## config.mk

```make
export PLATFORM = sky130hd
export DESIGN_NAME = muldiv_unit
export DESIGN_NICKNAME = d
export VERILOG_FILES = /design/src/rtl/muldiv_unit_pkg.sv /design/src/rtl/muldiv_unit_div_radix2.sv /design/src/rtl/muldiv_unit.sv
export SDC_FILE = /design/constraint.sdc
export NUM_CORES = 1
export LEC_CHECK = 0
export BUFFER_PORTS_ARGS = -buffer_cell sky130_fd_sc_hd__buf_2
export CORE_UTILIZATION = 44
export CTS_CLUSTER_DIAMETER = 80
export DETAILED_ROUTE_END_ITERATION = 6
export PLACE_DENSITY = 0.73
export SLEW_MARGIN = 10
export SYNTH_ARGS = -nofsm -noshare
export SYNTH_HDL_FRONTEND = slang
export SYNTH_SLANG_ARGS = --single-unit
```

## constraint.sdc

```tcl
create_clock -name clk -period 10.8 [get_ports clk]
set_input_delay 1.08 -clock clk [delete_from_list [all_inputs] [get_ports clk]]
set_output_delay 1.08 -clock clk [all_outputs]
set_load 0.1 [all_outputs]
```

## src/rtl/muldiv_unit_pkg.sv

```systemverilog
// Shared ALU control op codes and op-class helpers for the mul/div unit.
// Builds with or without MULDIV_FAST_MUL_EN (single-cycle multiply).
package muldiv_unit_pkg;

    localparam logic [4:0] SIG_ALU_ADD   = 5'b00000;
    localparam logic [4:0] SIG_ALU_SUB   = 5'b00001;
    localparam logic [4:0] SIG_ALU_AND   = 5'b00010;
    localparam logic [4:0] SIG_ALU_OR    = 5'b00011;
    localparam logic [4:0] SIG_ALU_XOR   = 5'b00100;
    localparam logic [4:0] SIG_ALU_SLT   = 5'b00101;
    localparam logic [4:0] SIG_ALU_MULT  = 5'b10000;
    localparam logic [4:0] SIG_ALU_MULTU = 5'b10001;
    localparam logic [4:0] SIG_ALU_DIV   = 5'b10010;
    localparam logic [4:0] SIG_ALU_DIVU  = 5'b10011;

    function automatic logic is_muldiv_op(input logic [4:0] op);
        return (op == SIG_ALU_MULT) || (op == SIG_ALU_MULTU) ||
               (op == SIG_ALU_DIV)  || (op == SIG_ALU_DIVU);
    endfunction

    function automatic logic is_div_op(input logic [4:0] op);
        return (op == SIG_ALU_DIV) || (op == SIG_ALU_DIVU);
    endfunction

    function automatic logic is_signed_op(input logic [4:0] op);
        return (op == SIG_ALU_MULT) || (op == SIG_ALU_DIV);
    endfunction

endpackage

```

## src/rtl/muldiv_unit_div_radix2.sv

```systemverilog
// One restoring-division step: shift in the next dividend bit,
// trial-subtract the divisor and shift the quotient bit in.
module div_radix2 #(
    parameter int DATA_W = 32
) (
    input  logic [DATA_W-1:0] rem,
    input  logic [DATA_W-1:0] quo,
    input  logic [DATA_W-1:0] divisor,
    output logic [DATA_W-1:0] rem_next,
    output logic [DATA_W-1:0] quo_next
);

    logic [DATA_W:0] shifted;
    logic [DATA_W:0] diff;
    logic            fits;

    // quo holds the not-yet-consumed dividend bits at its top end
    assign shifted  = {rem, quo[DATA_W-1]};
    assign diff     = shifted - {1'b0, divisor};
    assign fits     = ~diff[DATA_W];
    assign rem_next = fits ? diff[DATA_W-1:0] : shifted[DATA_W-1:0];
    assign quo_next = {quo[DATA_W-2:0], fits};

endmodule

```

## src/rtl/muldiv_unit.sv

```systemverilog
// Multi-cycle multiply/divide unit with stall and flush support.
// MULDIV_FAST_MUL_EN selects a single-cycle multiply; default is shift-add.
module muldiv_unit
    import muldiv_unit_pkg::*;
#(
    parameter int DATA_W = 32
) (
    input  logic              clk,
    input  logic              rst,
    input  logic              start,
    input  logic [4:0]        alucontrol,
    input  logic [DATA_W-1:0] a,
    input  logic [DATA_W-1:0] b,
    input  logic              flush,
    output logic              busy,
    output logic              done,
    output logic [DATA_W-1:0] hi_o,
    output logic [DATA_W-1:0] lo_o
);

    localparam int CNT_W = $clog2(DATA_W + 1);

    typedef enum logic [1:0] {
        IDLE = 2'd0,
        MUL  = 2'd1,
        DIV  = 2'd2,
        DONE = 2'd3
    } state_t;

    state_t state;
    state_t state_next;

    logic [CNT_W-1:0]  cnt;
    logic [DATA_W-1:0] rem_q;
    logic [DATA_W-1:0] quo_q;
    logic [DATA_W-1:0] dvs;
    logic [DATA_W-1:0] a_raw;
    logic              neg_q;
    logic              neg_r;
    logic              div_zero;

    logic              accept;
    logic              op_div;
    logic              op_sgn;
    logic              last;
    logic [DATA_W-1:0] mag_a;
    logic [DATA_W-1:0] mag_b;

    logic [DATA_W-1:0]   div_rem;
    logic [DATA_W-1:0]   div_quo;
    logic [DATA_W-1:0]   q_fin;
    logic [DATA_W-1:0]   r_fin;
    logic [2*DATA_W-1:0] prod_raw;
    logic [2*DATA_W-1:0] prod_fin;

    assign op_div = is_div_op(alucontrol);
    assign op_sgn = is_signed_op(alucontrol);
    assign accept = (state == IDLE) & start & ~flush & ~rst &
                    is_muldiv_op(alucontrol);
    assign busy   = ~rst & ((state == MUL) | (state == DIV) | accept);
    assign done   = ~rst & (state == DONE);
    assign last   = (cnt == CNT_W'(DATA_W - 1));

    // Iterate on magnitudes; signs are reapplied when the result is written
    assign mag_a = (op_sgn & a[DATA_W-1]) ? -a : a;
    assign mag_b = (op_sgn & b[DATA_W-1]) ? -b : b;

    div_radix2 #(
        .DATA_W (DATA_W)
    ) u_div (
        .rem      (rem_q),
        .quo      (quo_q),
        .divisor  (dvs),
        .rem_next (div_rem),
        .quo_next (div_quo)
    );

    always_comb begin
        q_fin = neg_q ? -div_quo : div_quo;
        r_fin = neg_r ? -div_rem : div_rem;
        if (div_zero) begin
            q_fin = '1;
            r_fin = a_raw;
        end
    end

`ifdef MULDIV_FAST_MUL_EN
    assign prod_raw = {{DATA_W{1'b0}}, dvs} * {{DATA_W{1'b0}}, quo_q};
`else
    logic [DATA_W:0]   mul_sum;
    logic [DATA_W-1:0] mul_hi;
    logic [DATA_W-1:0] mul_lo;

    // rem_q accumulates the high half, quo_q shifts multiplier out / product in
    assign mul_sum  = {1'b0, rem_q} + (quo_q[0] ? {1'b0, dvs} : '0);
    assign mul_hi   = mul_sum[DATA_W:1];
    assign mul_lo   = {mul_sum[0], quo_q[DATA_W-1:1]};
    assign prod_raw = {mul_hi, mul_lo};
`endif

    assign prod_fin = neg_q ? -prod_raw : prod_raw;

    always_ff @(posedge clk) begin
        if (rst) begin
            state <= IDLE;
        end else begin
            state <= state_next;
        end
    end

    always_comb begin
        state_next = state;
        case (state)
            IDLE: begin
                if (accept) begin
                    state_next = op_div ? DIV : MUL;
                end
            end
            MUL: begin
`ifdef MULDIV_FAST_MUL_EN
                state_next = DONE;
`else
                if (last) begin
                    state_next = DONE;
                end
`endif
            end
            DIV: begin
                if (last) begin
                    state_next = DONE;
                end
            end
            DONE: begin
                state_next = IDLE;
            end
            default: begin
                state_next = IDLE;
            end
        endcase
        if (flush) begin
            state_next = IDLE;
        end
    end

    always_ff @(posedge clk) begin
        if (rst) begin
            cnt      <= '0;
            rem_q    <= '0;
            quo_q    <= '0;
            dvs      <= '0;
            a_raw    <= '0;
            neg_q    <= 1'b0;
            neg_r    <= 1'b0;
            div_zero <= 1'b0;
            hi_o     <= '0;
            lo_o     <= '0;
        end else if (flush) begin
            cnt   <= '0;
            rem_q <= '0;
        end else begin
            case (state)
                IDLE: begin
                    if (accept) begin
                        cnt      <= '0;
                        rem_q    <= '0;
                        quo_q    <= op_div ? mag_a : mag_b;
                        dvs      <= op_div ? mag_b : mag_a;
                        a_raw    <= a;
                        neg_q    <= op_sgn & (a[DATA_W-1] ^ b[DATA_W-1]);
                        neg_r    <= op_sgn & a[DATA_W-1];
                        div_zero <= op_div & (b == '0);
                    end
                end
                MUL: begin
`ifdef MULDIV_FAST_MUL_EN
                    {hi_o, lo_o} <= prod_fin;
`else
                    rem_q <= mul_hi;
                    quo_q <= mul_lo;
                    cnt   <= cnt + CNT_W'(1);
                    if (last) begin
                        {hi_o, lo_o} <= prod_fin;
                    end
`endif
                end
                DIV: begin
                    rem_q <= div_rem;
                    quo_q <= div_quo;
                    cnt   <= cnt + CNT_W'(1);
                    if (last) begin
                        hi_o <= r_fin;
                        lo_o <= q_fin;
                    end
                end
                default: begin
                    cnt <= '0;
                end
            endcase
        end
    end

endmodule

```

==> results.tsv <==
stage	metric	value	unit
sta	setup_viol	0	
cts	post_cts_resized	0	
sta	skew	0.03037	ns
logic_synthesis	ys_top_cells_by_count	371 x nand2_1, 236 x nor2_1, 220 x a21oi_1	
cts	cts_setup_buffers	0	
cts	path_clk_slew	0.07	ns
sta	hold_viol_final	0	
logic_synthesis	yosysMostFrequentCell	nand2_1	
grt	gr-total-overflow	0	
placement	dpl.cell_count	3028	
power	p_sw	0.6257	mW
sta	fmax	163.1	MHz
sta	fin_tns_setup	0	ns
sta	maxSlewHeadroom	22.20	%
power	p_leak	7.488	nW
detailed_routing	drt-total-wl	67160	um
power	pwr-share-clk	44.0	%
power	power.internal	1.446	mW
power	power.share.sequential	36.9	%
logic_synthesis	avgSynthCellArea	7.062	sq um
grt	grt_use_total	31.15	%
sta	period_needed	6.131	ns
logic_synthesis	synth_edf_count	0	
cts	insertion_delay	0.56	ns
cts	clk_path_buf_depth	3	
sta	period_share	56.77	%
power	switching_share	30.20	%
grt	grt_pass1_wl	101600	um
sta	timing_max_transition_violations_final	0	
logic_synthesis	synth_seq_area_share	22.60	%
detailed_routing	drc	0	
power	vdd_drop_max	0.0001044	V
cts	htree_num_levels	1	
worst_setup_path	critPathKind	register to register	
sta	worst_pin_slew	1.167	ns
power	p_per_area	105.6	nW/um^2
floorplan	die_x	204.1	um
floorplan	fp.dieH	204.1	um
placement	io_buffers	138	
floorplan	ios	139	
worst_setup_path	crit_required	11.25	ns
logic_synthesis	syn_inst	2546	
detailed_routing	drt_pass1_iterations	7	
sta	rsz0062_at_grt	false	
worst_setup_path	cp.arrival	6.58	ns
placement	hpwl	50390	um
cells_and_area	syn_to_final_growth	9.116	%
worst_setup_path	worstSetupEndpointType	register	
grt	antenna_found_initial	0	
logic_synthesis	synth_cell_type_count	85	
cts	cts_root_buffer	clkbuf_16	
worst_setup_path	cp-start-kind	register	
cells_and_area	drive_gt1_share	9.937	%
worst_setup_path	path_max_fanout	31	
logic_synthesis	synth_seq_cells	203	
logic_synthesis	syn_area	17980	sq um
grt	grt_pass1_vias	17454	
logic_synthesis	async_reset_ff_share	0	%
floorplan	core	40010	sq um
cells_and_area	fin_cells	3071	
cts	clock-sinks	203	
cts	cts_buffers	24	
logic_synthesis	syn_nets	2697	
floorplan	num_rows	73	
outcome	status	completed	
floorplan	fp.dieArea	41680	sq um
logic_synthesis	synth_top_area_share	22.60	%
cells_and_area	final_nets	2680	
logic_synthesis	yosysWarnings	0	
logic_synthesis	ys.flop_type	dfxtp_1	
cts	holdBufCountCts	0	
floorplan	initial_core_util	44.94	%
detailed_routing	wl_per_cell	21.87	um
worst_hold_path	hp-class	register to register	
detailed_routing	drt-initial-drc-count	2790	
grt	grt_max_degree	96	
logic_synthesis	synth_area_leaders	dfxtp_1 23%, nand2_1 7.7%, xnor2_1 7.1%, a21oi_1 6.1%, ha_1 5.3%	
detailed_routing	vias	19393	
job	max_cap_violations	0	
cts	cts_tree	done	
placement	gp_congestion	0.9874	
detailed_routing	viasPerCell	6.315	
logic_synthesis	synth_top_cell_by_area	dfxtp_1	
cells_and_area	diodes	0	
power	pwr-share-comb	19.1	%
detailed_routing	drtAntennaViolNets	0	
==> state kept, by name (all words and copies together), names as in the netlist, 2 cells and up <==
signal,count
cnt,6
dvs,32
rem_q,32
hi_o,32
a_raw,32
lo_o,32
quo_q,32
state,2
==> cell usage in the layout (no fill, tap or decap), types with 10 or more instances in the layout <==
cell,Yosys,routed
o2111ai_1,12,12
mux2_2,10,10
nand2_1,371,370
dfxtp_1,203,202
xnor2_1,146,145
buf_4,0,21
or3_1,38,38
nor2b_1,14,14
clkbuf_16,0,24
and2_1,16,15
o31ai_1,39,39
nor4_1,18,18
o211ai_1,40,40
o22ai_1,12,12
o41ai_1,12,12
nand2b_1,22,22
inv_1,81,81
a221o_1,25,25
or2_2,15,15
buf_2,16,137
a22o_1,21,21
nor3_1,40,39
o21a_1,12,12
mux2i_1,35,35
a21o_1,23,23
o21ai_0,185,185
a211oi_1,44,44
a22oi_1,41,41
xor2_1,77,77
a21oi_1,220,220
ha_1,76,74
nand3_1,57,57
or4_1,11,11
nand4_1,25,25
nor2_1,236,234
a31oi_1,15,15
o221ai_1,33,33
==> critical path: stages (launching register included) <==
cell and delay [ns]:
dfxtp_1 0.51, inv_1 0.10, ha_1 0.24, fa_1 0.40, nand2b_1 0.18, a21oi_1 0.31
o21ai_1 0.27, o41a_1 0.45, o31a_1 0.34, xnor2_2 0.14, inv_1 0.48, buf_4 0.43
mux2i_1 0.31, nand3b_1 0.26, nor4b_1 0.95, a41oi_1 0.23, xnor2_1 0.18, o41ai_1 0.24
==> routing by layer <==
layer | track usage [%] | share of wire [%] | vias to the layer above
met5 | 0 | 0 | -
met4 | 13.99 | 4.6 | 0
met3 | 5.612 | 11 | 145
met2 | 45.25 | 41 | 1090
met1 | 44.33 | 43 | 9058
li1 | - | - | 9100
==> cells by family (layout without fill, tap and decap cells) <==
logic type | count (synthesis) | in the layout | share of synthesized area (%)
compound gates | 806 | 806 | 29.25
xor+xnor | 223 | 223 | 10.86
fa+ha+maj | 78 | 78 | 5.511
buf+inv | 282 | 282 | 6.054
flops | 203 | 203 | 22.60
mux | 45 | 45 | 2.575
simple gates | 909 | 909 | 23.15
==> area by class of cell <==
cell class | count | area, sq um
clock buffers | 33 | 684.4
inverters | 81 | 304.0
multi-input cells | 2061 | 12870
clock inverters | 10 | 190.2
fillers | 3993 | 20390
flip-flops and latches | 203 | 4065
repair buffers | 158 | 843.3
well taps | 525 | 656.9
==> per-stage QoR <==
| step | area (sq um) | total power [mW] | hold slack (ns) | setup WS, ns | utilization, % |
|---|---|---|---|---|---|
| 2_1_floorplan | 17980 | 1.040 | 0.4312 | 5.064 | - |
| 3_3_place_gp | 18740 | 1.158 | 0.4285 | 5.011 | 46.85 |
| 3_5_place_dp | 18740 | 1.164 | 0.4249 | 4.853 | 46.85 |
| 4_1_cts | 19620 | 2.067 | 0.4339 | 4.845 | 49.04 |
| 5_1_grt | 19620 | 2.134 | 0.4464 | 4.144 | 49.04 |
| 6_report | 19620 | 2.072 | 0.4303 | 4.669 | 49.04 |
==> worst paths after layout <==
kind / slack [ns] / end / startpoint / cells after the start
setup / recovery: 4.67 / hi_o[31] / quo_q[31] / 17
hold / removal: 0.43 / lo_o[23] / lo_o[23] / 2
setup reg to reg: 4.67 / hi_o[31] / quo_q[31] / 17
hold reg to reg: 0.43 / lo_o[23] / lo_o[23] / 2
==> power by group through the flow <==
stage	registers, mW	logic, mW	clock network, mW
CTS	0.765	0.385	0.917
floorplan	0.773	0.268	0
finish	0.765	0.396	0.911
global placement	0.781	0.377	0
global route	0.765	0.423	0.946
detailed placement	0.781	0.383	0
Note: power is estimated with default switching activity, not from simulation.
